File: src/rtl/cd101_audio_pkg.sv
// Shared audio datapath definitions for the synthesis path and the 1-bit DAC.
package cd101_audio_pkg;

    localparam int unsigned SAMPLE_W = 16;
    localparam logic [SAMPLE_W-1:0] SAMPLE_MIDSCALE = 16'h8000;

endpackage

File: src/rtl/sync_fifo.sv
// Single-clock FIFO with registered occupancy count; push ignored when full, pop when empty.
module sync_fifo #(
    parameter int unsigned WIDTH = 16,
    parameter int unsigned DEPTH = 4
) (
    input  logic                     clk,
    input  logic                     rst_n,
    input  logic                     push,
    input  logic [WIDTH-1:0]         wdata,
    input  logic                     pop,
    output logic [WIDTH-1:0]         rdata,
    output logic                     full,
    output logic                     empty,
    output logic [$clog2(DEPTH):0]   count
);

    localparam int unsigned AW = $clog2(DEPTH);
    localparam logic [AW:0] COUNT_MAX = (AW+1)'(DEPTH);

    logic [WIDTH-1:0] mem [DEPTH];
    logic [AW-1:0]    wr_ptr_q, wr_ptr_d;
    logic [AW-1:0]    rd_ptr_q, rd_ptr_d;
    logic [AW:0]      count_q, count_d;
    logic             do_push, do_pop;

    assign full    = (count_q == COUNT_MAX);
    assign empty   = (count_q == '0);
    assign do_push = push && !full;
    assign do_pop  = pop && !empty;
    assign rdata   = mem[rd_ptr_q];
    assign count   = count_q;

    always_comb begin
        wr_ptr_d = wr_ptr_q;
        rd_ptr_d = rd_ptr_q;
        count_d  = count_q;
        // Pointers are exactly log2(DEPTH) bits, so increment wraps naturally.
        if (do_push) begin
            wr_ptr_d = wr_ptr_q + 1'b1;
        end
        if (do_pop) begin
            rd_ptr_d = rd_ptr_q + 1'b1;
        end
        unique case ({do_push, do_pop})
            2'b10:   count_d = count_q + 1'b1;
            2'b01:   count_d = count_q - 1'b1;
            default: count_d = count_q;
        endcase
    end

    always_ff @(posedge clk or negedge rst_n) begin
        if (!rst_n) begin
            wr_ptr_q <= '0;
            rd_ptr_q <= '0;
            count_q  <= '0;
        end else begin
            wr_ptr_q <= wr_ptr_d;
            rd_ptr_q <= rd_ptr_d;
            count_q  <= count_d;
        end
    end

    // Storage needs no reset: it is only read when count_q says an entry is valid.
    always_ff @(posedge clk) begin
        if (do_push) begin
            mem[wr_ptr_q] <= wdata;
        end
    end

endmodule

File: src/rtl/dac_sample_pacer.sv
// Buffers producer samples and releases exactly one per sample period to the DAC modulator.
module dac_sample_pacer
    import cd101_audio_pkg::*;
#(
    parameter int unsigned          DIV          = 256,
    parameter int unsigned          DEPTH        = 4,
    parameter logic [SAMPLE_W-1:0]  RESET_SAMPLE = SAMPLE_MIDSCALE
) (
    input  logic                    clk,
    input  logic                    rst_n,
    input  logic                    en,
    input  logic [SAMPLE_W-1:0]     s_data,
    input  logic                    s_valid,
    output logic                    s_ready,
    output logic [SAMPLE_W-1:0]     dac_din,
    output logic                    sample_stb,
    output logic [$clog2(DEPTH):0]  fill,
    output logic                    underrun,
    input  logic                    clr_underrun
);

    localparam int unsigned CNT_W = $clog2(DIV);
    localparam logic [CNT_W-1:0] CNT_MAX = CNT_W'(DIV - 1);

    logic [CNT_W-1:0]    cnt_q, cnt_d;
    logic                tick;
    logic                fifo_full, fifo_empty;
    logic [SAMPLE_W-1:0] fifo_head;
    logic                push, pop;
    logic [SAMPLE_W-1:0] dac_din_q, dac_din_d;
    logic                sample_stb_q;
    logic                underrun_q, underrun_d;

    assign tick    = en && (cnt_q == CNT_MAX);
    assign s_ready = !fifo_full;
    assign push    = s_valid && !fifo_full;
    assign pop     = tick && !fifo_empty;

    sync_fifo #(
        .WIDTH (SAMPLE_W),
        .DEPTH (DEPTH)
    ) u_fifo (
        .clk   (clk),
        .rst_n (rst_n),
        .push  (push),
        .wdata (s_data),
        .pop   (pop),
        .rdata (fifo_head),
        .full  (fifo_full),
        .empty (fifo_empty),
        .count (fill)
    );

    always_comb begin
        cnt_d      = '0;
        dac_din_d  = dac_din_q;
        underrun_d = underrun_q;
        if (en) begin
            cnt_d = (cnt_q == CNT_MAX) ? '0 : cnt_q + 1'b1;
        end
        if (pop) begin
            dac_din_d = fifo_head;
        end
        // A starving tick outranks a simultaneous clear so the event is never lost.
        if (tick && fifo_empty) begin
            underrun_d = 1'b1;
        end else if (clr_underrun) begin
            underrun_d = 1'b0;
        end
    end

    always_ff @(posedge clk or negedge rst_n) begin
        if (!rst_n) begin
            cnt_q        <= '0;
            dac_din_q    <= RESET_SAMPLE;
            sample_stb_q <= 1'b0;
            underrun_q   <= 1'b0;
        end else begin
            cnt_q        <= cnt_d;
            dac_din_q    <= dac_din_d;
            sample_stb_q <= tick;
            underrun_q   <= underrun_d;
        end
    end

    assign dac_din    = dac_din_q;
    assign sample_stb = sample_stb_q;
    assign underrun   = underrun_q;

endmodule
File: config.mk
export PLATFORM = sky130hd
export DESIGN_NAME = dac_sample_pacer
export DESIGN_NICKNAME = d
export VERILOG_FILES = /design/src/rtl/cd101_audio_pkg.sv /design/src/rtl/sync_fifo.sv /design/src/rtl/dac_sample_pacer.sv
export SDC_FILE = /design/constraint.sdc
export NUM_CORES = 1
export LEC_CHECK = 0
export CORE_UTILIZATION = 50
export DETAILED_ROUTE_END_ITERATION = 6
export PLACE_DENSITY = 0.75
export SLEW_MARGIN = 30
export SYNTH_ARGS = -nofsm -noshare
export SYNTH_HDL_FRONTEND = slang
export SYNTH_HIERARCHICAL = 1
export SYNTH_SLANG_ARGS = --single-unit
File: constraint.sdc
create_clock -name clk -period 3.41 [get_ports clk]
set_clock_uncertainty 0.15 [all_clocks]
set_input_delay 0.682 -clock clk [delete_from_list [all_inputs] [get_ports clk]]
set_output_delay 0.682 -clock clk [all_outputs]
set_load 0.005 [all_outputs]
==> metrics.yaml <==
routing:
  drc: 0
  via_per_inst: 5.21
  wl_per_cell_um: 16.9
  first_iter_violations: 101
  first_pass_iters: 4
  vias: 1864
  drt-total-wl_um: 6030
  ant_nets: 0
cts:
  insertion_delay_ps: 350
  cts_resized: 0
  tritoncts: "built"
  cts.sinks: 97
  clockRootBuffer: "clkbuf_8"
  clkTransAtPathRegs_ps: 90
  hold_buffers: 0
  htree_num_levels: 3
  cts_made_buffers: 9
  cts_setup_buffers: 0
  cts_buffer_depth: 2
setup_path:
  start_kind: "primary input"
  cp_max_fo: 4
  r2r-end: "u_fifo/count[2]"
  reg2reg_depth: 10
  crit_required_ps: 3540
  cp-end-kind: "register"
  cp-endpoint: "u_fifo/count[2]"
  crit_arrival_ps: 2780
  startpoint: "en"
  worstReg2RegStart: "cnt_q[0]"
  reg2reg_slack_ps: 800
  crit_type: "in -> reg"
pwr:
  powerDensity_nw_per_um2: 568
  power.leakage_uw: 0.00171
  ir_drop_uv: 277
timing:
  maxSlewViolCount: 0
  rsz0062_at_grt: "no"
  relSlewSlack: 0.477
  tightest_slew_ps: 784
  fin_crit_ps: 2660
  setup_tns_ps: 0
  max_freq_ghz: 0.377
  setup_viol: 0
  post-route-period-util: 0.779
  final-hold-violation-count: 0
floorplan:
  ios: 43
  die-area_um2: 8050
  rows: 31
  start_util: 0.525
  die_y_um: 89.7
  die_x_um: 89.7
  core_um2: 7330
global_routing:
  track_usage: 0.165
  antenna_found_initial: 0
  grt_pass1_vias: 1954
  grt-ovfl-total: 0
  grt_pass1_wl_um: 9980
  grt_max_degree: 34
cells_and_area:
  instances_no_fill: 358
  n_antenna_cell: 0
  final_common_cell: "edfxtp_1"
  layout_common_cells: "64 x edfxtp_1, 42 x clkdlybuf4s50_1, 32 x dfrtp_1"
  area_growth_pct: 18.6
  drive_above_1_share: 0.197
  final_nets: 282
synthesis:
  synth_area_um2: 3850
  post_synth.cell_area_avg_um2: 19.3
  syn_inst: 199
  synth-seq-cells: 97
  synth_nets: 227
  yosys_warnings: 6
  ys_types: 34
  yosysSeqAreaShare: 0.715
place:
  dp_hpwl_um: 4080
  place.gp.congestion: 0.754
  dp_cells: 342
  portBuffers: 42
outcome:
  status: "finished, final reports clean"
job:
  max_cap_violations: 0
worst_hold_path:
  hold_class: "reg -> reg"
[flip-flops by register name, indices dropped and copies added, names as in the netlist]
name / flops
sample_stb: 1
cnt_q: 8
u_fifo/mem: 64
underrun: 1
u_fifo/wr_ptr_q: 2
dac_din: 16
u_fifo/count: 3
u_fifo/rd_ptr_q: 2
[through the flow]
stage	cell area (um2)	hold slack, ps	setup WS [ps]	total power [uW]	utilization
3_5_place_dp	4390	329	384	1980	0.599
2_1_floorplan	3850	236	609	1770	-
6_report	4560	333	754	2590	0.622
4_1_cts	4560	339	758	2630	0.622
5_1_grt	4560	357	580	2720	0.622
3_3_place_gp	4390	302	454	1950	0.599
[area by class of cell]
class / count / area [um2]
Clock buffer: 11 / 141
Timing Repair Buffer: 49 / 473
Fill cell: 531 / 2770
Tap cell: 99 / 124
Inverter: 10 / 37.5
Clock inverter: 5 / 30.0
Sequential cell: 97 / 2750
Multi-Input combinational cell: 87 / 1010
[worst min path at each step]
| stage | from | to | slack [ps] | depth (start not counted) |
|---|---|---|---|---|
| 2_1_floorplan | rst_n | cnt_q[0] | 240 | 0 |
| 3_3_place_gp | cnt_q[0] | cnt_q[0] | 300 | 1 |
| 3_5_place_dp | cnt_q[0] | cnt_q[0] | 330 | 1 |
| 4_1_cts | cnt_q[0] | cnt_q[0] | 340 | 1 |
| 5_1_grt | cnt_q[0] | cnt_q[0] | 360 | 1 |
| 6_report | cnt_q[0] | cnt_q[0] | 330 | 1 |
[synth_stat cells]
cell type  instances  area, um2
xor2_1             5       43.8
a21oi_1            2       10.0
nor2b_2            1       8.76
fa_1               1       20.0
nor2b_1            1       6.26
dfstp_2            1       26.3
dfrtp_1           32        801
inv_1             10       37.5
and2_1             5       31.3
or3_1              1       6.26
a22o_1             1       8.76
nand4_4            1       21.3
mux4_2             8        180
ha_1               6       75.1
buf_6              2       22.5
xnor2_1            4       35.0
or4_1              1       7.51
o31a_1             1       8.76
edfxtp_1          64       1920
nor4_4             1       21.3
buf_12             1       20.0
o21ai_0            3       15.0
o211ai_1           1       7.51
or3_2              1       7.51
buf_2              2       10.0
mux2_2            17        191
a31oi_1            1       6.26
mux4_1             8        210
nand2_1            5       18.8
nand3_1            3       15.0
mux2i_1            1       10.0
nor2_1             5       18.8
nor3b_2            1       12.5
nor3_1             2       10.0
[worst max-delay path, stage by stage]
cell and delay, ps:
clkdlybuf4s50_1 520, nand2_1 120, nor4_4 160, o31a_1 230, ha_1 200, inv_1 60, fa_1 390, xor2_1 160
nor2_1 110, xor2_1 140
[layer usage]
| metal | vias up | GRT usage | part of all wire |
|---|---|---|---|
| met3 | 6 | 0.0321 | 0.046 |
| met1 | 935 | 0.211 | 0.43 |
| met5 | - | 0 | 0 |
| li1 | 870 | - | - |
| met2 | 53 | 0.278 | 0.51 |
| met4 | 0 | 0.0683 | 0.0098 |
[kinds of logic after synthesis]
group,synth area share
AOI/OAI and AO/OA,0.0146
xor gates and xnor gates,0.0205
adders and majority gates,0.0247
buffers and inverters,0.0234
DFF,0.715
muxes,0.154
and+or+nand+nor,0.0481
[power by group]
group          leakage [uW]  internal (uW)  switching (uW)  total, uW
logic              0.000589            187             217        403
clock network     0.0000888            284             368        652
registers           0.00103           1460            73.9       1540
Power figures use the tool's default switching activity.
